$ cat src/rtl/serial_receiver.sv
// serial_receiver: 8N1 asynchronous serial deserializer with a one-deep
// holding register, valid/ack handshake, framing-error pulse and sticky overrun.
module serial_receiver #(
  parameter int unsigned CLKS_PER_BIT = 10417,
  parameter int unsigned CNT_W        = 14
) (
  input  logic       sysclk,
  input  logic       reset,
  input  logic       serialIn,
  input  logic       rd_ack,
  output logic [7:0] data,
  output logic       valid,
  output logic       frame_err,
  output logic       overrun,
  output logic       busy
);

  localparam int unsigned     HALF_BIT  = CLKS_PER_BIT / 2;
  localparam logic [CNT_W-1:0] HALF_LAST = CNT_W'(HALF_BIT - 1);
  localparam logic [CNT_W-1:0] BIT_LAST  = CNT_W'(CLKS_PER_BIT - 1);
  localparam logic [CNT_W-1:0] CNT_ONE   = CNT_W'(1);

  typedef enum logic [2:0] {
    S_IDLE,
    S_START,
    S_DATA,
    S_STOP,
    S_BREAK
  } state_t;

  state_t           state_q, state_d;
  logic [CNT_W-1:0] cnt_q, cnt_d;
  logic [2:0]       bit_idx_q, bit_idx_d;
  logic [7:0]       shift_q, shift_d;
  logic [7:0]       data_q, data_d;
  logic             valid_q, valid_d;
  logic             frame_err_q, frame_err_d;
  logic             overrun_q, overrun_d;
  logic             busy_q, busy_d;
  logic             sync1_q, sync1_d;
  logic             sync2_q, sync2_d;
  logic             rx;
  logic             good_byte;

  // Two-flop synchronizer; rx is the only view of the line used below.
  always_comb begin
    sync1_d = serialIn;
    sync2_d = sync1_q;
  end

  assign rx = sync2_q;

  // Frame sequencing: start validation, mid-bit sampling, stop check, break wait.
  always_comb begin
    state_d     = state_q;
    cnt_d       = cnt_q + CNT_ONE;
    bit_idx_d   = bit_idx_q;
    shift_d     = shift_q;
    frame_err_d = 1'b0;
    good_byte   = 1'b0;

    case (state_q)
      S_IDLE: begin
        cnt_d = '0;
        if (!rx) begin
          state_d = S_START;
        end
      end

      S_START: begin
        if (cnt_q == HALF_LAST) begin
          cnt_d = '0;
          if (!rx) begin
            state_d   = S_DATA;
            bit_idx_d = 3'd0;
          end else begin
            // Start bit did not survive to its midpoint: line glitch.
            state_d = S_IDLE;
          end
        end
      end

      S_DATA: begin
        if (cnt_q == BIT_LAST) begin
          cnt_d     = '0;
          shift_d   = {rx, shift_q[7:1]};
          bit_idx_d = bit_idx_q + 3'd1;
          if (bit_idx_q == 3'd7) begin
            state_d = S_STOP;
          end
        end
      end

      S_STOP: begin
        if (cnt_q == BIT_LAST) begin
          cnt_d = '0;
          if (rx) begin
            good_byte = 1'b1;
            state_d   = S_IDLE;
          end else begin
            frame_err_d = 1'b1;
            state_d     = S_BREAK;
          end
        end
      end

      S_BREAK: begin
        // Held-low line is one error, not a stream of zero frames.
        cnt_d = '0;
        if (rx) begin
          state_d = S_IDLE;
        end
      end

      default: begin
        cnt_d   = '0;
        state_d = S_IDLE;
      end
    endcase

    busy_d = (state_d != S_IDLE);
  end

  // Holding register: a simultaneous load and ack keeps the new byte valid.
  always_comb begin
    data_d    = data_q;
    valid_d   = valid_q;
    overrun_d = overrun_q;

    if (good_byte) begin
      if (!valid_q || rd_ack) begin
        data_d  = shift_q;
        valid_d = 1'b1;
      end else begin
        overrun_d = 1'b1;
      end
    end else if (rd_ack) begin
      valid_d = 1'b0;
    end
  end

  // State and datapath registers with synchronous reset.
  always_ff @(posedge sysclk) begin
    if (reset) begin
      state_q     <= S_IDLE;
      cnt_q       <= '0;
      bit_idx_q   <= 3'd0;
      shift_q     <= 8'h00;
      data_q      <= 8'h00;
      valid_q     <= 1'b0;
      frame_err_q <= 1'b0;
      overrun_q   <= 1'b0;
      busy_q      <= 1'b0;
      sync1_q     <= 1'b1;
      sync2_q     <= 1'b1;
    end else begin
      state_q     <= state_d;
      cnt_q       <= cnt_d;
      bit_idx_q   <= bit_idx_d;
      shift_q     <= shift_d;
      data_q      <= data_d;
      valid_q     <= valid_d;
      frame_err_q <= frame_err_d;
      overrun_q   <= overrun_d;
      busy_q      <= busy_d;
      sync1_q     <= sync1_d;
      sync2_q     <= sync2_d;
    end
  end

  assign data      = data_q;
  assign valid     = valid_q;
  assign frame_err = frame_err_q;
  assign overrun   = overrun_q;
  assign busy      = busy_q;

endmodule

$ cat config.mk
export PLATFORM = sky130hd
export DESIGN_NAME = serial_receiver
export DESIGN_NICKNAME = d
export VERILOG_FILES = /design/src/rtl/serial_receiver.sv
export SDC_FILE = /design/constraint.sdc
export NUM_CORES = 1
export LEC_CHECK = 0
export CAP_MARGIN = 10
export CORE_AREA = 8 8 56 92
export CTS_CLUSTER_SIZE = 40
export DETAILED_ROUTE_END_ITERATION = 6
export DIE_AREA = 0 0 64 100
export PLACE_DENSITY_LB_ADDON = 0.2
export SYNTH_ARGS = -nofsm -noshare
export SYNTH_HDL_FRONTEND = slang
export SYNTH_SLANG_ARGS = --single-unit
$ cat constraint.sdc
create_clock -name sysclk -period 1.9 [get_ports sysclk]
set_input_delay 0.38 -clock sysclk [delete_from_list [all_inputs] [get_ports sysclk]]
set_output_delay 0.38 -clock sysclk [all_outputs]
set_load 0.02 [all_outputs]
==> summary.md, run 1 <==
| Metric | Value |
|---|---|
| Antenna Nets Post-Route | 0 |
| Routed len/inst | 14.5 um |
| DRT Pass-1 Iters | 4 |
| Post-synth EDFFs | 0 |
| Final period util | 0.991 |
| Fin. max-slew vios | 0 |
| Post-Route Utilization | 0.644 |
| Synth-to-layout area growth | 31.8% |
| Hpwl dp | around 3300 um |
| Final net count | roughly 270 |
| Final Hold Fails | 0 |
| Initial antenna violation count | 0 |
| Cts hold-fix bufs | 0 |
| First-pass GRT wire length | approximately 7400 um |
| Max Root-Sink Buffers | 2 |
| Leakage | 0.000854 uW |
| CTS tree | built |
| Core Area | 3870 um^2 |
| #FFs+latches synth | 42 |
| Final wirelength | 4470 um |
| # diodes | 0 |
| Vias per cell | 5.41 |
| Sequential fraction of the synthesis area | 0.445 |
| # clock sinks | 42 |
| R2R setup slack | 0.02 ns |
| Total power | between 1000 and 1500 uW |
| Max Fclk | 531 MHz |
| Die width | about 64 um |
| R2r startpoint | cnt_q[13] |
| HP Class | reg -> reg |
| Worst setup margin | roughly 0.017 ns |
| Slew of the pin with the lowest slew margin | 0.442 ns |
| Dpl ws | 0.0197 ns |
| Hold Path Cell Cnt | 1 |
| Kind of critical path | reg -> reg |
| Root buf cell | clkbuf_8 |
| Synth warn | 0 |
| Clock skew | 0.00401 ns |
| Async SR Flop Fraction | 0 |
| Worst Setup End Kind | register |
| Netlist cell types | 42 |
| Worst-path maximum fanout | 4 |
| Initial core utilization | 0.489 |
| Dominant synthesized flop cell | dfxtp_1 |
| Req. time, crit path | 2.08 ns |
| IO Pins | 16 |
| Reg2reg end | busy |
| Fin crit period | 1.88 ns |
| Row count | 30 |
| Layout cells sized above 1 | 0.238 |
| Max VDD drop | 0.449 mV |
| Overflow after GRT | 0 |
| Worst skew pair latency | 0.29 ns |
| Relative slew slack | 0.703 |
| Initial DRC Count | 46 |
| Syn Inst Count | 216 |
| GRT Total Usage | 0.142 |
| # DRC | 0 |
| Mean post-synth cell area | 8.75 um^2 |
| Die H | 100 um |
| Power Density | 594 nW/um^2 |
| CTS buffer count | 5 |
| Syn nets | 224 |
| CTS H-tree depth | 2 |
| Hold_sp | sync1_q |
| Largest net degree at the start of global routing | 21 |
| Status | complete, no violations |
| Die area | approximately 6400 um^2 |
| Crit path from | cnt_q[13] |
| Netlist Area Pre-Place | roughly 1900 um^2 |
| FF-to-FF path depth | 5 |
| Final setup fails | 0 |
| GPL Wtd Cong | 0.755 |
| Clock transition at path regs | 0.08 ns |
| Vias in the first global route | between 1,500 and 2,000 |
| Port-buffer cells | 15 |
| WHS Endpoint | rx |
| Critical Path Start Type | register |
| Total of max-cap violations | 0 |
| CP Data Arrival Time | 2.06 ns |
| Vias | 1,671 |
## flip-flops by register name, indices dropped and copies added (netlist names)
register / cells
sync1_q: 1
busy: 1
state_q: 3
shift_q: 8
rx: 1
overrun: 1
valid: 1
cnt_q: 14
bit_idx_q: 3
data: 8
frame_err: 1
## logic make-up (layout without fill, tap and decap cells)
family                   Yosys count  in the layout  share of synthesized area
adder cells (fa/ha/maj)            4              4                     0.0265
AO/OA/AOI/OAI                     41             41                      0.127
multiplexers                       4              4                     0.0218
buffers and inverters             15             60                     0.0318
AND/OR/NAND/NOR                   99             99                      0.297
XOR/XNOR                          11             11                     0.0510
flip-flops                        42             42                      0.445
## report_power, final
group / internal [uW] / switching (uW) / total, uW
logic: 27.0 / 26.4 / 53.4
clock network: 247 / 292 / 539
registers: 884 / 3.91 / 888
## metal layers
layer / track usage / wire length, um / vias to the layer above
li1: - / - / 856
met3: 0.0368 / 137 / 7
met1: 0.131 / 1690 / 791
met4: 0.0674 / 93 / 0
met5: 0 / 0 / -
met2: 0.276 / 2550 / 17
## cell type report
| type | count | area [um^2] |
|---|---|---|
| Tap cell | 48 | 60.1 |
| Inverter | 6 | 22.5 |
| Multi-Input combinational cell | 159 | 1070 |
| Sequential cell | 42 | 847 |
| Timing Repair Buffer | 47 | 413 |
| Clock inverter | 2 | 10.0 |
| Clock buffer | 5 | 68.8 |
| Fill cell | 342 | 1380 |
## metrics by stage
stage	hold WS (ns)	area [um^2]	cells	TNS [ns]
detailed placement	0.399	2280	299	0
finish	0.422	2490	309	0
floorplan	0.389	1890	216	-0.00606
global placement	0.393	2280	299	0
global route	0.459	2490	309	-0.0589
CTS	0.420	2360	306	0
## worst max-delay path, stage by stage, from the launching register on
cell      delay (ns)
dfxtp_2         0.33
buf_4           0.14
nor4bb_4        0.28
nand4_1         0.31
o211a_1         0.32
or4_1           0.39
## layout by cell type (no fill, tap or decap), types with 2 or more instances in the layout
cell and n:
a21oi_1 18, buf_4 26, buf_6 6, clkbuf_8 5, clkdlybuf4s50_1 15, clkinv_2 2
dfxtp_1 37, dfxtp_2 5, ha_1 2, ha_4 2, inv_1 5, mux2i_1 3
nand2_1 9, nand2b_1 3, nand3_1 25, nand4_1 4, nor2_1 20, nor2b_1 6
nor3_1 7, nor4_1 3, o21ai_1 17, or2_2 2, or4_1 3, or4_4 2
xnor2_1 7, xor2_1 4
## cells in the mapped netlist, drive strengths merged (2+ instances only)
| library cell | n | area share |
|---|---|---|
| a21oi | 18 | 0.048 |
| nand3 | 25 | 0.066 |
| or3 | 2 | 0.0093 |
| nor2b | 6 | 0.020 |
| or4 | 5 | 0.020 |
| xor2 | 4 | 0.019 |
| buf | 2 | 0.0060 |
| nand4 | 4 | 0.013 |
| nor4 | 4 | 0.021 |
| inv | 6 | 0.012 |
| or2 | 3 | 0.0099 |
| or3b | 2 | 0.0093 |
| nor3 | 8 | 0.024 |
| clkbuf | 7 | 0.014 |
| xnor2 | 7 | 0.032 |
| nand2b | 3 | 0.0099 |
| nand2 | 9 | 0.018 |
| mux2i | 3 | 0.016 |
| o21ai | 17 | 0.045 |
| dfxtp | 42 | 0.44 |
| ha | 4 | 0.026 |
| nand4bb | 2 | 0.012 |
| nor2 | 21 | 0.043 |
## worst max-delay path by stage
| stage | to | slack (ns) | cells past startpoint |
|---|---|---|---|
| finish | busy | 0.02 | 5 |
| detailed placement | overrun | 0.02 | 6 |
| CTS | overrun | 0.009 | 6 |
| global placement | busy | 0.05 | 5 |
| global route | busy | -0.04 | 5 |
| floorplan | busy | -0.006 | 4 |
## timing repair
item	in CTS	in global routing
setup buffers	0	3
setup endpoints to repair	0	26
resized for setup	0	22
Power figures use the tool's default switching activity.
==> inputs of run 2 (changes only) <==
--- a/config.mk
+++ b/config.mk
@@ -10,6 +10,7 @@
 export CTS_CLUSTER_SIZE = 40
 export DETAILED_ROUTE_END_ITERATION = 6
 export DIE_AREA = 0 0 64 100
+export HOLD_SLACK_MARGIN = 0.03
 export PLACE_DENSITY_LB_ADDON = 0.2
 export SYNTH_ARGS = -nofsm -noshare
 export SYNTH_HDL_FRONTEND = slang
==> results of run 2 <==
The final DEF is identical to that of run 1; final timing and power are the same.
==> inputs of run 3 (changes only) <==
--- a/config.mk
+++ b/config.mk
@@ -7,6 +7,7 @@
 export LEC_CHECK = 0
 export CAP_MARGIN = 10
 export CORE_AREA = 8 8 56 92
+export CTS_CLUSTER_DIAMETER = 30
 export CTS_CLUSTER_SIZE = 40
 export DETAILED_ROUTE_END_ITERATION = 6
 export DIE_AREA = 0 0 64 100
==> results of run 3 <==
The final DEF is identical to that of run 1; final timing and power are the same.
